`src/rtl/ps2_pkg.sv`:
```
// rtl/ps2_pkg.sv - shared PS/2 frame types, constants and frame builders
package ps2_pkg;

    typedef enum logic [1:0] {IDLE, HIGH, LOW, GAP} ps2_tx_state_t;

    localparam int PS2_FRAME_BITS = 11;

    function automatic logic ps2_odd_parity(input logic [7:0] data);
        return ~^data;
    endfunction

    // Bit 0 is sent first: start, data LSB first, parity, stop.
    function automatic logic [PS2_FRAME_BITS-1:0] ps2_frame(input logic [7:0] data);
        return {1'b1, ps2_odd_parity(data), data, 1'b0};
    endfunction

endpackage

```
`src/rtl/ps2_tx_fifo.sv`:
```
// rtl/ps2_tx_fifo.sv - small synchronous byte FIFO with registered full/empty flags
module ps2_tx_fifo #(
    parameter int DEPTH = 4,
    parameter int WIDTH = 8
) (
    input  logic             clk,
    input  logic             reset_n,
    input  logic             push,
    input  logic [WIDTH-1:0] push_data,
    input  logic             pop,
    output logic             full,
    output logic             empty,
    output logic [WIDTH-1:0] head
);

    localparam int AW = $clog2(DEPTH);
    localparam logic [AW:0] FULL_COUNT = (AW+1)'(DEPTH);

    logic [WIDTH-1:0] mem [DEPTH];
    logic [AW-1:0]    wr_ptr;
    logic [AW-1:0]    rd_ptr;
    logic [AW:0]      count;
    logic [AW:0]      count_nxt;
    logic             do_push;
    logic             do_pop;

    assign do_push = push && !full;
    assign do_pop  = pop && !empty;
    assign head    = mem[rd_ptr];

    always_comb begin
        count_nxt = count;
        if (do_push && !do_pop) begin
            count_nxt = count + (AW+1)'(1);
        end else if (do_pop && !do_push) begin
            count_nxt = count - (AW+1)'(1);
        end
    end

    always_ff @(posedge clk or negedge reset_n) begin
        if (!reset_n) begin
            wr_ptr <= '0;
            rd_ptr <= '0;
            count  <= '0;
            full   <= 1'b0;
            empty  <= 1'b1;
        end else begin
            if (do_push) begin
                wr_ptr <= wr_ptr + AW'(1);
            end
            if (do_pop) begin
                rd_ptr <= rd_ptr + AW'(1);
            end
            count <= count_nxt;
            full  <= (count_nxt == FULL_COUNT);
            empty <= (count_nxt == '0);
        end
    end

    always_ff @(posedge clk) begin
        if (do_push) begin
            mem[wr_ptr] <= push_data;
        end
    end

endmodule

```
`src/rtl/ps2_key_tx.sv`:
```
// rtl/ps2_key_tx.sv - PS/2 device-side transmitter driving KEYSIG_CLK/KEYSIG_DATA from a byte FIFO
module ps2_key_tx
    import ps2_pkg::*;
#(
    parameter int HALF_CYCLES = 4000,
    parameter int GAP_CYCLES  = 8000,
    parameter int FIFO_DEPTH  = 4
) (
    input  logic       clk,
    input  logic       reset_n,
    input  logic [7:0] tx_data,
    input  logic       tx_valid,
    output logic       tx_ready,
    input  logic       inhibit,
    output logic       busy,
    output logic       KEYSIG_CLK,
    output logic       KEYSIG_DATA
);

    localparam int MAX_CYCLES = (HALF_CYCLES > GAP_CYCLES) ? HALF_CYCLES : GAP_CYCLES;
    localparam int PW         = (MAX_CYCLES > 1) ? $clog2(MAX_CYCLES) : 1;
    localparam logic [PW-1:0] HALF_LOAD = PW'(HALF_CYCLES - 1);
    localparam logic [PW-1:0] GAP_LOAD  = PW'(GAP_CYCLES - 1);
    localparam logic [3:0]    LAST_BIT  = 4'(PS2_FRAME_BITS - 1);

    ps2_tx_state_t             state;
    logic [PW-1:0]             phase;
    logic [3:0]                bit_idx;
    logic [3:0]                next_bit;
    logic                      fifo_full;
    logic                      fifo_empty;
    logic                      push;
    logic                      pop;
    logic [7:0]                head;
    logic [PS2_FRAME_BITS-1:0] head_frame;
    logic                      phase_done;
    logic                      abort;

    assign tx_ready   = !fifo_full;
    assign push       = tx_valid && !fifo_full;
    assign phase_done = (phase == '0);
    assign next_bit   = bit_idx + 4'd1;
    // The stop-bit slot is committed: host inhibit there no longer aborts.
    assign abort      = inhibit && (bit_idx != LAST_BIT);
    assign pop        = (state == LOW) && phase_done && (bit_idx == LAST_BIT);
    assign head_frame = ps2_frame(head);
    assign busy       = (state != IDLE) || !fifo_empty;

    ps2_tx_fifo #(
        .DEPTH (FIFO_DEPTH),
        .WIDTH (8)
    ) u_fifo (
        .clk       (clk),
        .reset_n   (reset_n),
        .push      (push),
        .push_data (tx_data),
        .pop       (pop),
        .full      (fifo_full),
        .empty     (fifo_empty),
        .head      (head)
    );

    always_ff @(posedge clk or negedge reset_n) begin
        if (!reset_n) begin
            state       <= IDLE;
            phase       <= '0;
            bit_idx     <= '0;
            KEYSIG_CLK  <= 1'b1;
            KEYSIG_DATA <= 1'b1;
        end else begin
            case (state)
                IDLE: begin
                    if (!fifo_empty && !inhibit) begin
                        state       <= HIGH;
                        phase       <= HALF_LOAD;
                        bit_idx     <= '0;
                        KEYSIG_CLK  <= 1'b1;
                        KEYSIG_DATA <= head_frame[0];
                    end
                end
                HIGH, LOW: begin
                    if (abort) begin
                        state       <= GAP;
                        phase       <= GAP_LOAD;
                        bit_idx     <= '0;
                        KEYSIG_CLK  <= 1'b1;
                        KEYSIG_DATA <= 1'b1;
                    end else if (!phase_done) begin
                        phase <= phase - PW'(1);
                    end else if (state == HIGH) begin
                        state      <= LOW;
                        phase      <= HALF_LOAD;
                        KEYSIG_CLK <= 1'b0;
                    end else if (bit_idx == LAST_BIT) begin
                        state       <= GAP;
                        phase       <= GAP_LOAD;
                        KEYSIG_CLK  <= 1'b1;
                        KEYSIG_DATA <= 1'b1;
                    end else begin
                        state       <= HIGH;
                        phase       <= HALF_LOAD;
                        bit_idx     <= next_bit;
                        KEYSIG_CLK  <= 1'b1;
                        KEYSIG_DATA <= head_frame[next_bit];
                    end
                end
                GAP: begin
                    if (!phase_done) begin
                        phase <= phase - PW'(1);
                    end else begin
                        state <= IDLE;
                    end
                end
                default: state <= IDLE;
            endcase
        end
    end

endmodule

```
`config.mk`:
```
export PLATFORM = sky130hd
export DESIGN_NAME = ps2_key_tx
export DESIGN_NICKNAME = d
export VERILOG_FILES = /design/src/rtl/ps2_pkg.sv /design/src/rtl/ps2_tx_fifo.sv /design/src/rtl/ps2_key_tx.sv
export SDC_FILE = /design/constraint.sdc
export NUM_CORES = 1
export LEC_CHECK = 0
export BUFFER_PORTS_ARGS = -buffer_cell sky130_fd_sc_hd__buf_2
export CAP_MARGIN = 10
export CORE_MARGIN = 2
export CORE_UTILIZATION = 50
export CTS_CLUSTER_SIZE = 30
export DETAILED_ROUTE_END_ITERATION = 10
export PLACE_DENSITY = 0.67
export SLEW_MARGIN = 20
export SYNTH_ARGS = -nofsm -noshare
export SYNTH_HDL_FRONTEND = slang
export SYNTH_SLANG_ARGS = --single-unit
```
`constraint.sdc`:
```
create_clock -name clk -period 3 [get_ports clk]
set_clock_uncertainty 0.15 [all_clocks]
set_input_delay 0.15 -clock clk [delete_from_list [all_inputs] [get_ports clk]]
set_output_delay 0.15 -clock clk [all_outputs]
set_load 0.02 [all_outputs]
```
# Word level (Yosys, flattened, before mapping)
# Memory sizes are Yosys's and may differ from the RTL's.
# Cells that the tools add are included.
dict set report word_totals {
  elab_cells 94
  ff_bits 30
  output_inout_bits 4
  memories 1
  input_bits 12
  ram_bits 32
}
# memory words word_bits read_ports rd_ports_with_merged_regs write_ports line_no
set mem_list {}
lappend mem_list {u_fifo.mem 4 8 1 0 1 ps2_tx_fifo.sv:19} ;# logic [WIDTH-1:0] mem [DEPTH];
dict set report classes {
  n_addsub 6
  eq_ne 12
  mux 37
  n_reduce_logical 27
  order_cmp 1
}
# op n
set ops {}
lappend ops {{2-to-1 mux 13 bit} 6}
lappend ops {{case mux 13 bit (3 select lines)} 1}
lappend ops {{2-to-1 mux 4 bit} 5}
lappend ops {{logical NOT 13 bit} 1}
lappend ops {{subtractor 13 x 1 -> 13 bit (second input constant)} 1}
lappend ops {{2-to-1 mux 1 bit} 12}
lappend ops {{2-to-1 mux 2 bit} 6}
lappend ops {{logical AND 1 bit} 9}
lappend ops {{inequality test 3 bit (second input constant)} 3}
lappend ops {{case mux 4 bit (2 select lines)} 1}
lappend ops {{XNOR reduction 8 bit} 1}
lappend ops {{2-to-1 mux 3 bit} 2}
lappend ops {{inequality test 2 bit (second input constant)} 3}
lappend ops {{case mux 2 bit (3 select lines)} 1}
lappend ops {{AND reduction 3 bit} 2}
lappend ops {{logical NOT 1 bit} 5}
lappend ops {{less-than comparator 4 x 5 -> 1 bit (second input constant)} 1}
lappend ops {{AND reduction 5 bit} 1}
lappend ops {{adder 2 x 1 -> 2 bit (second input constant)} 2}
lappend ops {{adder 4 x 1 -> 4 bit (second input constant)} 1}
lappend ops {{binary-select mux 1 bit (select 4 bit)} 1}
lappend ops {{equality test 2 bit (second input constant)} 2}
lappend ops {{equality test 4 bit (second input constant)} 1}
lappend ops {{inequality test 4 bit (second input constant)} 1}
lappend ops {{12 further kinds} 14}

# Longest topological paths before layout
# An unclocked memory read counts as a cell.
dict set report depth {
  ltp_word 9
  ltp_mapped 10
}

# Modules after synthesis
# From an unflattened synthesis, not the netlist that was laid out.
dict set report unflattened {
  cells_unflattened 273
  hier_area_um2 3380.7
}
# mod area_each_um2 cells_each n_inst
set modules_own_cells {}
lappend modules_own_cells {ps2_tx_fifo 1711.6 98 1}
lappend modules_own_cells {ps2_key_tx 1669.1 175 1}

# Worst setup path after synthesis
# No wires, ideal clock.
dict set report synth_path {
  path_kind {register to register}
  from {register phase[7]}
  to {register u_fifo.full}
  setup_ns 0.123
  slack_ns 0.409
  n_path_buf 0
  path_stages_with_launch 7
  synth_period_minus_slack_ns 2.591
  t_arrival_ns 2.318
  required_ns 2.727
  cell_sequence {dfrtp_1 -> or4_4 -> or4_4 -> o31a_1 -> mux2_2 -> a21oi_1 -> nor2b_1}
}
dict set report synth_via {
  elab_chain_len 8
}
# element line_no
set synth_rtl {}
lappend synth_rtl {{from (decl)} ps2_key_tx.sv:27} ;# logic [PW-1:0] phase;
lappend synth_rtl {{from (signal assigned)} ps2_key_tx.sv:89} ;# phase <= phase - PW'(1);
lappend synth_rtl {{from (signal assigned)} ps2_key_tx.sv:109} ;# phase <= phase - PW'(1);
lappend synth_rtl {{logical NOT 13 bit *} ps2_key_tx.sv:41} ;# assign phase_done = (phase == '0);
lappend synth_rtl {{logical AND 1 bit * (2 in a row)} ps2_key_tx.sv:45} ;# assign pop = (state == LOW) && phase_done && (bit_idx == LAST_BIT);
lappend synth_rtl {{logical AND 1 bit *} ps2_tx_fifo.sv:28} ;# assign do_pop = pop && !empty;
lappend synth_rtl {{logical AND 1 bit or logical NOT 1 bit (tied branches)} {ps2_tx_fifo.sv:35, ps2_tx_fifo.sv:33}}
lappend synth_rtl {{2-to-1 mux 3 bit or logical AND 1 bit (tied branches)} {ps2_tx_fifo.sv:35, ps2_tx_fifo.sv:33}}
lappend synth_rtl {{2-to-1 mux 3 bit *} ps2_tx_fifo.sv:33} ;# if (do_push && !do_pop) begin
lappend synth_rtl {{equality test 3 bit *} ps2_tx_fifo.sv:55} ;# full <= (count_nxt == FULL_COUNT);
lappend synth_rtl {{to (signal assigned)} ps2_tx_fifo.sv:55}
lappend synth_rtl {{to (decl)} ps2_tx_fifo.sv:11} ;# output logic full,
# Every way passes the cells marked *; elsewhere a longest branch is shown, timed or not.
# A chain may end at the register's enable or synchronous reset.

# Worst setup path after layout
dict set report layout_path {
  from {register phase[7]}
  to {register phase[12]}
}
dict set report layout_via {
  elab_chain_len 4
}
# element line_no
set layout_rtl {}
lappend layout_rtl {{subtractor 13 x 1 -> 13 bit or logical NOT 13 bit (tied branches)} {ps2_key_tx.sv:89, ps2_key_tx.sv:109, ps2_key_tx.sv:41}}
lappend layout_rtl {{2-to-1 mux 13 bit} ps2_key_tx.sv:88} ;# end else if (!phase_done) begin
lappend layout_rtl {{2-to-1 mux 13 bit} ps2_key_tx.sv:82} ;# if (abort) begin
lappend layout_rtl {{case mux 13 bit (3 select lines)} ps2_key_tx.sv:71} ;# case (state)
# Parallel ways exist; a longest one is shown, timed or not. The select of a mux whose other input is x is not followed.

==> results.yml <==
placement:
  place_area_sq_mm: 0.003640
  place_hpwl_um: 4786
  port_buffers: 15
  place_congestion: 0.8390
global_route:
  grt_first_pass_wirelength_um: 11230
  grt_usage_pct: 19.23
  grt_overflow: 0
  antenna_found_initial: 0
  grt_max_degree: 31
  grt_pass1_vias: 2353
power_and_ir_drop:
  p_sw_share_pct: 38.48
  switching_power_mw: 1.421
  p_seq_share_pct: 37.6
  internal_power_mw: 2.271
  p_leak_nw: 1.535
  combPwrFrac_pct: 41.9
  power_density_mw_per_mm2: 938.4
  peakVddDrop_uv: 423.3
  p_clk_share_pct: 20.5
setup_path:
  cp.depth: 6
  cpMostUsedCell: "or4_4"
  cp-endpoint: "phase[12]"
  crit_required_ps: 3100
  r2r_setup_slack_ps: 250
  timing.rr.start: "phase[7]"
  critPathArrivalTime_ps: 2850
  cp_top_family: "simple AND/OR/NAND/NOR gates"
  worst-path-buf-inv: 0
  reg2regPathDepth: 6
  criticalPathCategory: "flop to flop"
  cp_cell_sequence: "or4_4 > or4_4 > or4_4 > o22ai_1 > a21oi_1 > o22ai_1"
  max_stage_delay_ps: 560
  startpoint: "phase[7]"
  startpoint_type: "flop"
  cp-end-kind: "flop"
  cpMaxStageDelayCell: "or4_4"
  cp_max_fo: 5
  rr_endpoint: "phase[12]"
clock_network:
  cts_buffer_depth: 2
  cts_made_buffers: 9
  cts_resized: 0
  numClockSinks: 62
  root_buffer: "clkbuf_8"
  cts_tree: "done"
  cts_hold_buf: 9
  cts_setup_buffers: 0
  clk_pin_slew_ps: 80
  cts_max_level: 3
  clock_latency_ps: 340
drt:
  dr.pass1.iters: 4
  viasPerCell: 5.805
  routed_wirelength_um: 6673
  first_iter_violations: 150
  drtAntennaViolNets: 0
  drc: 0
  vias: 2415
  wire_per_inst_um: 16.04
logic_synthesis:
  synth_edf_count: 32
  ys_warn_count: 0
  ys_ff_latch: 62
  syn_inst: 304
  syn_nets: 330
  synthArstFlopShare_pct: 48.39
  synthFlopType: "edfxtp_1"
  avgSynthCellArea_sq_um: 11.44
  synth.distinct_cells: 55
  synth_area_sq_mm: 0.003477
  yosysSeqAreaShare_pct: 49.33
floorplanning:
  die_x_um: 87.39
  num_rows: 30
  coreArea_sq_mm: 0.006756
  start_util_pct: 51.46
  dieArea_sq_mm: 0.007637
  io-pin-count: 16
  die_y_um: 87.39
sta:
  setup_viol: 0
  fin_tns_setup_ps: 0
  finalCritPeriodShare_pct: 91.76
  fin_hold_ws_ps: 137.8
  worst-slew-pin-transition_ps: 833.9
  max_freq_ghz: 0.3633
  rsz0062_at_grt: "false"
  slew_headroom_pct: 44.20
  finalHoldViolations: 0
  min_period_ps: 2753
  slew_violations: 0
run_status:
  outcome: "complete, no violations"
hold_path:
  hp-class: "input pin to flop"
cells_and_area:
  final_cell_mix: "edfxtp_1, nor2_1, dfrtp_1"
  mostFrequentLayoutCell: "edfxtp_1"
  nets: 357
  drive_gt1_share_pct: 18.15
  area_delta_synth_final_pct: 13.13
  stdcell_area_sq_mm: 0.003934
  diodes: 0
flow_run:
  drv_cap: 0
-- state kept, by name (all words and copies together) (netlist names) --
signal / cells
KEYSIG_CLK: 1
KEYSIG_DATA: 1
bit_idx: 4
phase: 13
state: 2
u_fifo.count: 3
u_fifo.empty: 1
u_fifo.full: 1
u_fifo.mem: 32
u_fifo.rd_ptr: 2
u_fifo.wr_ptr: 2
-- logic make-up after synthesis --
kind of cell | count (synthesis) | synth area share, %
flops | 62 | 49.33
compound gates | 65 | 12.88
mux | 16 | 7.593
buf+inv | 27 | 2.950
xor+xnor | 23 | 6.405
fa+ha+maj | 14 | 5.038
simple gates | 97 | 15.80
-- routing by layer --
metal / track usage [%] / up-vias / part of all wire [%]
met5: 0 / - / 0
met3: 3.128 / 7 / 3.6
li1: - / 1186 / -
met1: 27.31 / 1157 / 48
met2: 29.20 / 65 / 47
met4: 8.392 / 0 / 1.4
-- synthesized netlist by cell type (all sizes together) (7+ instances only) --
master / number / area, sq um
edfxtp: 32 / 960.9
nor2: 28 / 105.1
dfrtp: 27 / 675.7
a21oi: 16 / 80.08
ha: 14 / 175.2
inv: 14 / 52.55
nand2: 14 / 52.55
xnor2: 14 / 130.1
clkbuf: 12 / 45.04
o21ai: 9 / 45.04
mux4: 8 / 180.2
nor3: 8 / 40.04
xor2: 8 / 70.07
nor4: 7 / 65.06
o22a: 7 / 61.31
o31ai: 7 / 52.55
-- cell type report --
cell class	count	area, sq um
Inverter	14	52.55
Multi-Input combinational cell	215	1659
Timing Repair Buffer	29	202.7
Clock buffer	9	123.9
Sequential cell	62	1715
Tap cell	80	100.1
Clock inverter	7	80.08
Fill cell	567	2823
-- worst min-delay path by stage --
stage,start,end,slack (ps),cells past startpoint
finish,inhibit,state[1],140,3
detailed placement,reset_n,bit_idx[3],80,1
CTS,inhibit,state[1],130,3
global placement,reset_n,bit_idx[3],80,1
global route,inhibit,state[1],130,3
floorplan,reset_n,bit_idx[0],-300,0
-- power by group through the flow --
stage                     clock network, mW  registers, mW  logic (mW)
after floorplan                           0           1.36        1.22
after global placement                    0           1.39        1.51
after detailed placement                  0           1.41        1.54
after CTS                             0.771           1.39        1.56
after global routing                  0.817           1.43        1.75
final                                 0.758           1.39        1.55
-- worst reg2reg max path, cell delays in order (launching register included) --
cell and delay (ps):
dfrtp_1 420, or4_4 560, or4_4 540, or4_4 560, o22ai_1 150, a21oi_1 110
o22ai_1 180
-- metrics by stage --
stage	std cells	power, mW	utilization, %	worst slack [ps]
floorplan	304	2.578	-	408.6
global placement	391	2.905	53.87	333.5
detailed placement	391	2.949	53.87	286.6
CTS	416	3.718	58.22	295.2
global route	416	3.992	58.22	96.30
finish	416	3.692	58.22	247.3
Power figures use the tool's default switching activity.
